$ cat src/rtl/sme_feeder.sv
// Buffers host string/pattern records and replays them to the SME as one strobed burst, then republishes the result.
// First strobe 1 cycle after a pattern record's last byte; host_ready is low while sending or awaiting the SME.
module sme_feeder #(
  parameter int STR_MAX = 32,
  parameter int PAT_MAX = 8,
  parameter int TIMEOUT = 1023
) (
  input  logic       clk,
  input  logic       reset,
  input  logic [7:0] host_data,
  input  logic       host_type,
  input  logic       host_last,
  input  logic       host_valid,
  output logic       host_ready,
  output logic [7:0] chardata,
  output logic       isstring,
  output logic       ispattern,
  input  logic       sme_valid,
  input  logic       sme_match,
  input  logic [4:0] sme_index,
  output logic       res_valid,
  output logic       res_match,
  output logic [4:0] res_index,
  output logic       ovf,
  output logic       err_timeout
);

  localparam int BUF_MAX = (STR_MAX > PAT_MAX) ? STR_MAX : PAT_MAX;
  localparam int LW      = $clog2(BUF_MAX + 1);
  localparam int SIW     = (STR_MAX > 1) ? $clog2(STR_MAX) : 1;
  localparam int PIW     = (PAT_MAX > 1) ? $clog2(PAT_MAX) : 1;
  localparam int TW      = (TIMEOUT > 1) ? $clog2(TIMEOUT) : 1;

  typedef enum logic [2:0] {
    IDLE,
    LOAD,
    SEND_STR,
    SEND_PAT,
    WAIT_RES
  } state_t;

  state_t        state;
  logic [7:0]    str_buf [STR_MAX];
  logic [7:0]    pat_buf [PAT_MAX];
  logic [LW-1:0] len;
  logic [LW-1:0] str_len;
  logic [LW-1:0] pat_len;
  logic [LW-1:0] idx;
  logic [TW-1:0] wait_cnt;
  logic          rec_type;
  logic          str_pending;

  logic          xfer;
  logic          cur_type;
  logic [LW-1:0] wr_idx;
  logic [LW-1:0] cur_max;
  logic          room;
  logic [LW-1:0] new_len;

  // The record type is only sampled on the first byte; later bytes follow the latched type.
  assign xfer     = host_valid & host_ready;
  assign cur_type = (state == IDLE) ? host_type : rec_type;
  assign wr_idx   = (state == IDLE) ? '0 : len;
  assign cur_max  = cur_type ? LW'(PAT_MAX) : LW'(STR_MAX);
  assign room     = (wr_idx < cur_max);
  assign new_len  = room ? (wr_idx + LW'(1)) : wr_idx;

  // Record storage carries no reset: contents are only meaningful through the length registers.
  always_ff @(posedge clk) begin
    if (xfer && room) begin
      if (cur_type) begin
        pat_buf[wr_idx[PIW-1:0]] <= host_data;
      end else begin
        str_buf[wr_idx[SIW-1:0]] <= host_data;
      end
    end
  end

  always_ff @(posedge clk or negedge reset) begin
    if (!reset) begin
      state       <= IDLE;
      host_ready  <= 1'b0;
      chardata    <= 8'd0;
      isstring    <= 1'b0;
      ispattern   <= 1'b0;
      res_valid   <= 1'b0;
      res_match   <= 1'b0;
      res_index   <= 5'd0;
      ovf         <= 1'b0;
      err_timeout <= 1'b0;
      len         <= '0;
      str_len     <= '0;
      pat_len     <= '0;
      idx         <= '0;
      wait_cnt    <= '0;
      rec_type    <= 1'b0;
      str_pending <= 1'b0;
    end else begin
      res_valid   <= 1'b0;
      err_timeout <= 1'b0;
      case (state)
        IDLE, LOAD: begin
          host_ready <= 1'b1;
          if (xfer) begin
            if (state == IDLE) begin
              rec_type <= host_type;
              ovf      <= 1'b0;
            end else if (!room) begin
              ovf <= 1'b1;
            end
            if (host_last) begin
              if (!cur_type) begin
                str_len     <= new_len;
                str_pending <= 1'b1;
                state       <= IDLE;
              end else begin
                pat_len    <= new_len;
                idx        <= '0;
                host_ready <= 1'b0;
                state      <= str_pending ? SEND_STR : SEND_PAT;
              end
            end else begin
              len   <= new_len;
              state <= LOAD;
            end
          end
        end

        // String bytes run straight into pattern bytes: the SME would capture any gap byte.
        SEND_STR: begin
          chardata  <= str_buf[idx[SIW-1:0]];
          isstring  <= 1'b1;
          ispattern <= 1'b0;
          if (idx == str_len - LW'(1)) begin
            idx         <= '0;
            str_pending <= 1'b0;
            state       <= SEND_PAT;
          end else begin
            idx <= idx + LW'(1);
          end
        end

        SEND_PAT: begin
          chardata  <= pat_buf[idx[PIW-1:0]];
          isstring  <= 1'b0;
          ispattern <= 1'b1;
          if (idx == pat_len - LW'(1)) begin
            wait_cnt <= '0;
            state    <= WAIT_RES;
          end else begin
            idx <= idx + LW'(1);
          end
        end

        WAIT_RES: begin
          isstring  <= 1'b0;
          ispattern <= 1'b0;
          if (sme_valid) begin
            res_valid  <= 1'b1;
            res_match  <= sme_match;
            res_index  <= sme_index;
            host_ready <= 1'b1;
            state      <= IDLE;
          end else if (wait_cnt == TW'(TIMEOUT - 1)) begin
            err_timeout <= 1'b1;
            host_ready  <= 1'b1;
            state       <= IDLE;
          end else begin
            wait_cnt <= wait_cnt + TW'(1);
          end
        end

        default: begin
          host_ready <= 1'b0;
          state      <= IDLE;
        end
      endcase
    end
  end

endmodule
$ cat config.mk
export PLATFORM = sky130hd
export DESIGN_NAME = sme_feeder
export DESIGN_NICKNAME = d
export VERILOG_FILES = /design/src/rtl/sme_feeder.sv
export SDC_FILE = /design/constraint.sdc
export NUM_CORES = 1
export LEC_CHECK = 0
export BUFFER_PORTS_ARGS = -buffer_cell sky130_fd_sc_hd__buf_2
export CELL_PAD_IN_SITES_DETAIL_PLACEMENT = 1
export CELL_PAD_IN_SITES_GLOBAL_PLACEMENT = 1
export CORE_MARGIN = 4
export CORE_UTILIZATION = 40
export CTS_CLUSTER_SIZE = 12
export DETAILED_ROUTE_END_ITERATION = 10
export PLACE_DENSITY = 0.65
export SLEW_MARGIN = 15
export SYNTH_ARGS = -nofsm -noshare
export SYNTH_HDL_FRONTEND = slang
export SYNTH_SLANG_ARGS = --single-unit
$ cat constraint.sdc
create_clock -name clk -period 4 [get_ports clk]
set_input_delay 0.4 -clock clk [delete_from_list [all_inputs] [get_ports clk]]
set_output_delay 0.4 -clock clk [all_outputs]
set_load 0.02 [all_outputs]
==> qor.csv, run 1 <==
stage,metric,value,unit
outcome,status,finished clean,
sta,final hold viol count,0,
detailed_routing,DR pass1 iterations,5,
setup_path,CP bufs+invs,3,
sta,final clock skew,0.00995,ns
synthesis,leading post-synthesis cells by cell area,"edfxtp_1 (62%), mux4_2 (14%), dfrtp_1 (9.5%), nor2_1 (1.4%), nand2_1 (1.4%)",
worst_hold_path,hold wc startpoint,sme_index[1],
global_route,global-route wire length before repair,56.6,mm
placement,post-place setup slack,0.437,ns
synthesis,Mapped Nets,906,
clocking,cts hold-fix bufs,1,
power_and_ir_drop,internal power,8190,uW
global_route,largest net degree at the start of global routing,53,
global_route,GRT Util Overall,18.1,%
floorplan,Core Area,38000,sq um
setup_path,CP top delay family,simple AND/OR/NAND/NOR gates,
detailed_routing,# DRC,0,
placement,Cells after DPL,1441,
worst_hold_path,Hold WC Path Type,in2reg,
sta,slew margin rel.,38.0,%
sta,final worst-path cycle share,91.2,%
sta,minimum clock period,3.65,ns
floorplan,Starting Density,40.9,%
clocking,Post-CTS Resized,0,
floorplan,die width,205,um
setup_path,Critical Path Max Stage Delay,0.55,ns
setup_path,Critical Path AT,3.90,ns
synthesis,largest area contributor in the netlist,edfxtp_1,
power_and_ir_drop,Leak,0.00600,uW
clocking,total CTS buffers,41,
sta,fin. max-slew vios,0,
setup_path,origin of the worst setup path,state[1]$_DFFE_PN0P_,
detailed_routing,wire per inst,24.5,um
power_and_ir_drop,Reg power frac,41.8,%
clocking,CTS tree,built,
power_and_ir_drop,Cell Pwr Density,664,nW/um^2
placement,number of I/O port buffers,39,
sta,setup ws final,0.350,ns
synthesis,post-synth top area share,61.8,%
synthesis,synthesis warning total,0,
setup_path,Reg-to-Reg Start,state[1]$_DFFE_PN0P_,
clocking,Clock transition at path regs,0.05,ns
finish,Non-Filler Instances,1516,
sta,post-route setup TNS,0,ns
finish,Finished Core Util,47.1,%
detailed_routing,Initial DRC Count,775,
clocking,Post-CTS Setup Bufs,0,
placement,post-DP HPWL,24.1,mm
sta,count of final setup violators,0,
floorplan,DIE HEIGHT,205,um
detailed_routing,Routed Antenna Nets,0,
detailed_routing,Total Wirelength,37.1,mm
sta,Slew @ Worst Pin,0.930,ns
synthesis,cells after synthesis,876,
power_and_ir_drop,switching share of total power,31.2,%
synthesis,synthesized cell area,15500,sq um
global_route,GR Overflow Total,0,
power_and_ir_drop,Clock Power Share,30.2,%
finish,layout cell share with drive strength beyond 1,26.8,%
clocking,CTS max path bufs,3,
clocking,H-Tree Depth,2,
detailed_routing,DR vias,8345,
synthesis,"Seq/Total Area, Yosys",71.3,%
power_and_ir_drop,Logic pwr share,28.0,%
synthesis,share of synthesized registers carrying an async set or reset,15.6,%
synthesis,synth unique cells,56,
synthesis,Mean Syn Cell Area,17.7,sq um
power_and_ir_drop,Peak VDD IR,0.465,mV
synthesis,number of synthesized register bits,379,
setup_path,CP endpoint kind,flip-flop,
power_and_ir_drop,P_sw,3710,uW
setup_path,Critical Path Start Type,flip-flop,
floorplan,row count,71,
setup_path,WP data required,4.25,ns
clocking,# clock sinks,379,
detailed_routing,Via density,5.50,
placement,GP Congestion,0.793,
setup_path,crit path kind,reg2reg,
sta,FMAX,274,MHz
clocking,clk_lat worst skew,0.54,ns
sta,RSZ-0062 raised after global routing,no,
flow_run,# Max-Cap Violations,0,
synthesis,"EDFF count, synth",320,
setup_path,CP max FO,16,
floorplan,full die area,42100,sq um
finish,layout overhead on the synthesized area,15.3,%
finish,fin nets,1004,
global_route,antenna violations before repair,0,
synthesis,"Primary FF master, synth",edfxtp_1,
clocking,clk root buf,clkbuf_16,
setup_path,slowest cell on the critical path,dfrtp_1,
global_route,vias in the first global route,8760,
floorplan,Ports,40,
setup_path,crit-path cells,o31a_1 > nor2_1 > inv_1 > ha_1 > nor4_1 > buf_4 > nand2_1 > nor2_1 > buf_4,
## path summary, 6_finish.rpt
kind | to | slack (ns) | cells past startpoint
worst min-delay path | res_index[1]$_DFFE_PN0P_ | 0.1 | 2
min in group asynchronous | res_index[4]$_DFFE_PN0P_ | 0.52 | 2
max in group asynchronous | wait_cnt[0]$_DFFE_PN0P_ | 2.62 | 3
worst max register to register | str_buf[27][3]$_DFFE_PP_ | 0.35 | 9
worst max-delay path | str_buf[27][3]$_DFFE_PP_ | 0.35 | 9
worst min register to register | rec_type$_DFFE_PN0P_ | 0.49 | 2
## sequential cells by signal, summed over array words and instances (netlist names), 3 cells and up
register,flops
chardata,8
idx,6
len,6
pat_buf,64
pat_len,6
res_index,5
state,3
str_buf,256
str_len,6
wait_cnt,10
## metrics by stage
step | power (uW) | hold WS [ns] | area [sq um]
detailed placement | 8440 | 0.482 | 16600
global placement | 8380 | 0.461 | 16600
floorplan | 7290 | 0.104 | 15500
global route | 12500 | 0.0866 | 17900
CTS | 12100 | 0.0750 | 17900
finish | 11900 | 0.100 | 17900
## Yosys cell counts, types with 3 or more instances
library cell	count
nand3_1	20
o22ai_1	10
buf_2	15
xor2_1	7
inv_1	18
o31ai_1	3
clkbuf_1	21
nor4_1	5
nor2_1	60
edfxtp_1	320
mux4_2	95
buf_6	3
ha_1	10
nand4_1	3
buf_4	3
a211oi_1	3
nand2_1	57
a21oi_1	15
o311ai_0	3
nand2b_1	4
dfrtp_1	59
nor2b_1	4
and3_1	3
nor3_1	19
xnor2_1	19
mux2_2	12
or3_1	9
o21ai_0	32
and2_1	3
mux2i_1	6
## power groups by stage
stage / sequential [uW] / combinational, uW / clock (uW)
floorplan: 4820 / 2470 / 0
global placement: 5050 / 3330 / 0
detailed placement: 5060 / 3380 / 0
CTS: 4980 / 3390 / 3700
global route: 5030 / 3640 / 3850
finish: 4980 / 3330 / 3590
## area by class of cell
type                            instances  area, sq um
Fill cell                            3662        20100
Timing Repair Buffer                   99          673
Sequential cell                       379        11100
Clock inverter                         15         97.6
Multi-Input combinational cell        434         4170
Inverter                               19         71.3
Antenna cell                            1         2.50
Tap cell                              511          639
Clock buffer                           58         1170
## per-layer routing
metal	routed length (um)	share of wire (%)	GRT usage, %
met5	0	0	0
met3	2520	6.8	3.74
met4	975	2.6	5.14
met2	16600	45	27.0
met1	17000	46	27.1
## cells by family (layout without fill, tap and decap cells)
group | Yosys count | in the layout | share of synthesized area (%)
other cells | 0 | 1 | 0
compound gates | 88 | 88 | 3.62
flops | 379 | 379 | 71.3
fa+ha+maj | 10 | 10 | 0.805
xor+xnor | 26 | 26 | 1.47
simple gates | 197 | 197 | 5.90
mux | 113 | 113 | 15.0
buf+inv | 63 | 191 | 1.86
## placed cells by master (no fill, tap or decap), types with 6 or more instances in the layout
master / count
edfxtp_1: 320
mux4_2: 95
nor2_1: 60
nand2_1: 57
buf_4: 57
dfrtp_1: 56
clkbuf_16: 44
buf_2: 39
o21ai_0: 32
nand3_1: 20
nor3_1: 19
xnor2_1: 19
inv_1: 18
a21oi_1: 15
mux2_2: 12
clkbuf_1: 12
o22ai_1: 10
ha_1: 10
or3_1: 9
clkinv_1: 8
xor2_1: 7
mux2i_1: 6
Power figures use the tool's default switching activity.
==> inputs of run 2 (changes only) <==
--- a/config.mk
+++ b/config.mk
@@ -9,10 +9,10 @@
 export CELL_PAD_IN_SITES_DETAIL_PLACEMENT = 1
 export CELL_PAD_IN_SITES_GLOBAL_PLACEMENT = 1
 export CORE_MARGIN = 4
-export CORE_UTILIZATION = 40
+export CORE_UTILIZATION = 30
 export CTS_CLUSTER_SIZE = 12
 export DETAILED_ROUTE_END_ITERATION = 10
-export PLACE_DENSITY = 0.65
+export PLACE_DENSITY = 0.52
 export SLEW_MARGIN = 15
 export SYNTH_ARGS = -nofsm -noshare
 export SYNTH_HDL_FRONTEND = slang
==> run 2 against run 1 <==
Register-to-register slack gained 0.15 ns. Critical path depth is the same. Sequential power is essentially flat. Maximum frequency grew 4.2%. Cell count grew 11%. Worst setup slack gained 0.15 ns. Highest routed layer unchanged.
==> qor.csv, run 2 (synthesis gave the netlist of run 1 again) <==
stage,metric,value,unit
outcome,status,finished clean,
setup_path,CP top delay family,compound AO/OA/AOI/OAI gates,
finish,Finished Core Util,35.4,%
clocking,CTS max path bufs,3,
detailed_routing,Routed Antenna Nets,0,
global_route,GRT Util Overall,13.9,%
sta,slew margin rel.,39.0,%
sta,Slew @ Worst Pin,0.915,ns
setup_path,Critical Path AT,3.75,ns
clocking,total CTS buffers,42,
finish,"commonest cells after routing, fill and taps aside","edfxtp_1 (320), mux4_2 (95), nor2_1 (60)",
global_route,GR Overflow Total,0,
sta,count of final setup violators,0,
sta,final worst-path cycle share,87.5,%
power_and_ir_drop,Design Power,12100,uW
setup_path,CP max FO,16,
setup_path,WP data required,4.25,ns
floorplan,Starting Density,30.3,%
sta,RSZ-0062 raised after global routing,no,
clocking,clk root buf,clkbuf_16,
setup_path,crit path kind,reg2reg,
floorplan,Core Area,51300,sq um
setup_path,register-to-register setup slack,0.50,ns
clocking,cts hold-fix bufs,1,
global_route,vias in the first global route,8825,
clocking,Clock transition at path regs,0.06,ns
floorplan,row count,83,
power_and_ir_drop,Cell Pwr Density,668,nW/um^2
finish,"commonest non-fill, non-tap cell in the layout",edfxtp_1,
placement,GP Congestion,0.752,
global_route,largest net degree at the start of global routing,41,
sta,post-route setup TNS,0,ns
clocking,clk_lat worst skew,0.55,ns
detailed_routing,Total Wirelength,38.6,mm
sta,final hold viol count,0,
flow_run,# Max-Cap Violations,0,
clocking,Post-CTS Resized,0,
worst_hold_path,Hold WC Path Type,in2reg,
sta,fin. max-slew vios,0,
global_route,global-route wire length before repair,58.8,mm
placement,post-DP HPWL,25.0,mm
global_route,antenna violations before repair,1,
sta,minimum clock period,3.50,ns
placement,Post-DP Area,16900,sq um
setup_path,CP endpoint kind,flip-flop,
detailed_routing,DR vias,8193,
sta,FMAX,286,MHz
detailed_routing,wire per inst,22.9,um
floorplan,DIE HEIGHT,236,um
finish,max reg flops,256,
finish,layout cell share with drive strength beyond 1,26.9,%
setup_path,Critical Path Start Type,flip-flop,
sta,final clock skew,0.0132,ns
setup_path,crit-path cells,o31a_1 > nor2_1 > inv_1 > ha_1 > a2111oi_0 > buf_4 > nand2_1 > nor3_1 > buf_4,
setup_path,Critical Path Max Stage Delay,0.56,ns
clocking,# clock sinks,379,
power_and_ir_drop,Peak VDD IR,0.298,mV
placement,number of I/O port buffers,39,
floorplan,full die area,55500,sq um
clocking,CTS tree,built,
detailed_routing,Initial DRC Count,640,
finish,fin nets,1004,
detailed_routing,Via density,4.87,
floorplan,die width,236,um
floorplan,Ports,40,
setup_path,slowest cell on the critical path,dfrtp_1,
detailed_routing,# DRC,0,
setup_path,CP dominant cell by count,buf_4,
setup_path,CP bufs+invs,3,
power_and_ir_drop,Leak,0.00602,uW
finish,Antenna diodes,0,
clocking,H-Tree Depth,2,
finish,layout overhead on the synthesized area,16.9,%
detailed_routing,DR pass1 iterations,4,
clocking,Post-CTS Setup Bufs,0,
finish,Post-Layout Inst Area,18200,sq um
run 2: changes by cell type in the layout (fill, tap and decap cells not counted):
cell	previous run	this run
buf_12	2	3
buf_4	57	55
bufinv_16	1	3
clkbuf_16	44	43
clkbuf_8	2	1
clkinv_1	8	7
clkinv_2	5	6
clkinvlp_4	1	0
diode_2	1	0
inv_6	1	2
nor4_1	5	4
nor4_2	0	1
run 2: worst reg2reg max path: cells and delay by family (launching register included):
| family | cells | cell delay [ns] |
|---|---|---|
| AO/OA/AOI/OAI | 2 | 0.90 |
| adder cells (fa/ha/maj) | 1 | 0.41 |
| buffers and inverters | 3 | 0.63 |
| flip-flops | 1 | 0.56 |
| AND/OR/NAND/NOR | 3 | 0.71 |
run 2: path summary, 6_finish.rpt:
path / startpoint / end / cells past startpoint
worst max register to register: state[1]$_DFFE_PN0P_ / pat_buf[5][7]$_DFFE_PP_ / 9
min in group asynchronous: reset / wait_cnt[6]$_DFFE_PN0P_ / 2
worst min-delay path: sme_index[0] / res_index[0]$_DFFE_PN0P_ / 2
worst min register to register: res_index[2]$_DFFE_PN0P_ / res_index[2]$_DFFE_PN0P_ / 1
worst max-delay path: state[1]$_DFFE_PN0P_ / pat_buf[5][7]$_DFFE_PP_ / 9
max in group asynchronous: reset / chardata[3]$_DFFE_PN0N_ / 3
run 2: stage by stage:
step,hold WS [ns],worst slack (ns),cells
2_1_floorplan,0.104,0.464,876
3_3_place_gp,0.484,0.549,1609
3_5_place_dp,0.493,0.497,1609
4_1_cts,0.0378,0.449,1683
5_1_grt,0.0635,0.192,1683
6_report,0.0787,0.499,1683
run 2: metal layers:
| layer | wire length [um] | vias up | global-route usage [%] |
|---|---|---|---|
| met3 | 1370 | 42 | 2.31 |
| li1 | - | 3666 | - |
| met5 | 0 | - | 0 |
| met2 | 17900 | 147 | 21.6 |
| met1 | 18700 | 4338 | 20.5 |
| met4 | 656 | 0 | 3.49 |
run 2: final cells by class:
type / instances / area, sq um
clock inverter: 17 / 160
fill: 5198 / 33100
tap: 680 / 851
clock buffer: 56 / 1130
timing repair buffer: 98 / 678
inverter: 19 / 71.3
multi-input combinational: 434 / 4170
sequential: 379 / 11100
run 2: where the power goes:
group	internal, uW	switching (uW)
logic	1550	1920
clock network	2180	1520
registers	4550	400
total	8290	3840
==> inputs of run 3 (changes only) <==
--- a/config.mk
+++ b/config.mk
@@ -5,7 +5,7 @@
 export SDC_FILE = /design/constraint.sdc
 export NUM_CORES = 1
 export LEC_CHECK = 0
-export BUFFER_PORTS_ARGS = -buffer_cell sky130_fd_sc_hd__buf_2
+export BUFFER_PORTS_ARGS = -buffer_cell sky130_fd_sc_hd__buf_4
 export CELL_PAD_IN_SITES_DETAIL_PLACEMENT = 1
 export CELL_PAD_IN_SITES_GLOBAL_PLACEMENT = 1
 export CORE_MARGIN = 4
==> run 3 against run 2 <==
Utilization grew 0.31 points. Maximum frequency decreased by 7.5%. Critical endpoint is now str_buf[3][6]$_DFFE_PP_. First-iteration DRC count fell by 23%. Wire length decreased by 1.2%. Clock skew increased by 0.0032 ns. Critical path depth unchanged. Power rose by 1.3%. Non-clock buffer count is the same. Count of clock-buffer cells in the layout down 1. Critical path type unchanged.
==> qor.csv, run 3 (synthesis gave the netlist of run 1 again) <==
stage,metric,value,unit
power_and_ir_drop,Leak,0.00608,uW
global_route,global route hottest layer,met2,
setup_path,WP data required,4.26,ns
detailed_routing,DR pass1 iterations,5,
detailed_routing,wire per inst,22.6,um
worst_hold_path,Hold WC Path Type,in2reg,
sta,RSZ-0062 raised after global routing,no,
finish,"commonest non-fill, non-tap cell in the layout",edfxtp_1,
clocking,Post-CTS Setup Bufs,0,
finish,Finished Core Util,35.7,%
global_route,vias in the first global route,8800,
sta,post-route setup TNS,0,ns
floorplan,Starting Density,30.3,%
flow_run,# Max-Cap Violations,0,
sta,fin. max-slew vios,0,
setup_path,CP top delay family,simple AND/OR/NAND/NOR gates,
global_route,GRT Util Overall,13.7,%
setup_path,Critical Path AT,4.04,ns
setup_path,slowest cell on the critical path,nor4_1,
sta,slew margin rel.,45.5,%
sta,final worst-path cycle share,94.6,%
detailed_routing,# DRC,0,
setup_path,CP max FO,16,
clocking,clk_lat worst skew,0.56,ns
sta,final clock skew,0.0164,ns
floorplan,die width,236,um
sta,FMAX,264,MHz
detailed_routing,Routed Antenna Nets,0,
detailed_routing,Initial DRC Count,495,
detailed_routing,Total Wirelength,38.1,mm
finish,fin nets,1005,
setup_path,Reg-to-Reg Start,state[1]$_DFFE_PN0P_,
placement,post-DP HPWL,25.1,mm
placement,Cells after DPL,1609,
clocking,Clock transition at path regs,0.06,ns
clocking,# clock sinks,379,
setup_path,crit path kind,reg2reg,
clocking,clk root buf,clkbuf_16,
clocking,total CTS buffers,43,
detailed_routing,DR vias,8207,
clocking,CTS max path bufs,3,
setup_path,Critical Path Start Type,flip-flop,
global_route,global-route wire length before repair,57.9,mm
setup_path,register-to-register setup slack,0.22,ns
floorplan,Core Area,51300,sq um
worst_hold_path,Hold Path Sink,res_index[3]$_DFFE_PN0P_,
outcome,status,finished clean,
global_route,largest net degree at the start of global routing,60,
global_route,grt met2 use,22.0,%
power_and_ir_drop,Cell Pwr Density,671,nW/um^2
sta,Slew @ Worst Pin,0.817,ns
setup_path,Critical Path Max Stage Delay,0.63,ns
setup_path,r2r endpoint,str_buf[3][6]$_DFFE_PP_,
setup_path,CP bufs+invs,3,
setup_path,Worst R2R Path Depth,9,
finish,Non-Filler Instances,1686,
placement,number of I/O port buffers,39,
floorplan,full die area,55500,sq um
sta,final hold viol count,0,
finish,layout cell share with drive strength beyond 1,27.2,%
setup_path,crit-path cells,o31a_1 > nor2_1 > inv_1 > ha_1 > nor4_1 > buf_4 > nand2_1 > nor2_1 > buf_4,
global_route,antenna violations before repair,0,
power_and_ir_drop,Peak VDD IR,0.362,mV
floorplan,row count,83,
detailed_routing,Via density,4.87,
finish,layout overhead on the synthesized area,17.9,%
global_route,met3 usage,2.27,%
floorplan,DIE HEIGHT,236,um
global_route,GR Overflow Total,0,
finish,Antenna diodes,0,
clocking,CTS tree,built,
sta,count of final setup violators,0,
sta,minimum clock period,3.78,ns
global_route,M1 GR Usage,19.7,%
setup_path,CP endpoint kind,flip-flop,
worst_hold_path,worst hold stages,2,
finish,"commonest cells after routing, fill and taps aside","edfxtp_1 (320), mux4_2 (95), buf_4 (95)",
finish,max reg flops,256,
clocking,H-Tree Depth,2,
floorplan,Ports,40,
placement,GP Congestion,0.740,
worst_hold_path,hold wc startpoint,sme_index[3],
==> run 3: cell count changes in the layout (fill, tap and decap cells not counted), sizes merged <==
cell,change
clkbuf,-1
clkinv,+2
bufinv,+1
clkinvlp,+2
inv,-1
==> run 3: metrics by stage <==
| step | hold WS (ns) | total power (uW) | area (sq um) | setup slack [ns] |
|---|---|---|---|---|
| after floorplan | 0.104 | 7290 | 15500 | 0.464 |
| after global placement | 0.480 | 8590 | 16900 | 0.431 |
| after detailed placement | 0.488 | 8620 | 16900 | 0.326 |
| after CTS | 0.0580 | 12500 | 18300 | 0.303 |
| after global routing | 0.0698 | 13000 | 18300 | 0.0438 |
| final | 0.0938 | 12300 | 18300 | 0.216 |
==> run 3: final cells by class <==
type	instances	area, sq um
clock buffer	55	1150
clock inverter	21	216
fill	5168	33000
inverter	19	71.3
multi-input combinational	434	4170
sequential	379	11100
tap	680	851
timing repair buffer	98	763
==> run 3: layer usage <==
layer	wire (um)	share of wire [%]	up-vias
li1	-	-	3679
met1	18000	47	4304
met2	17800	47	168
met3	1690	4.4	56
met4	668	1.8	0
met5	0	0	-
==> run 3: power by group <==
group | switching [uW] | internal (uW) | total (uW)
sequential | 400 | 4550 | 4950
clock | 1550 | 2290 | 3840
combinational | 1900 | 1590 | 3490
total | 3860 | 8430 | 12300
==> run 3: worst max-delay path by stage <==
stage | slack, ns | from | end | cells past startpoint
6_report | 0.22 | state[1]$_DFFE_PN0P_ | str_buf[3][6]$_DFFE_PP_ | 9
5_1_grt | 0.04 | state[1]$_DFFE_PN0P_ | str_buf[3][6]$_DFFE_PP_ | 9
4_1_cts | 0.30 | state[1]$_DFFE_PN0P_ | str_buf[2][0]$_DFFE_PP_ | 9
3_5_place_dp | 0.33 | state[1]$_DFFE_PN0P_ | str_buf[2][1]$_DFFE_PP_ | 9
3_3_place_gp | 0.43 | state[1]$_DFFE_PN0P_ | str_buf[2][0]$_DFFE_PP_ | 9
2_1_floorplan | 0.46 | state[2]$_DFFE_PN0P_ | pat_buf[1][0]$_DFFE_PP_ | 8
==> run 3: what timing repair did <==
item | in CTS | in global routing
hold buffers | 1 | 0
resized for setup | 0 | 0
endpoints found under the hold margin | 59 | 0
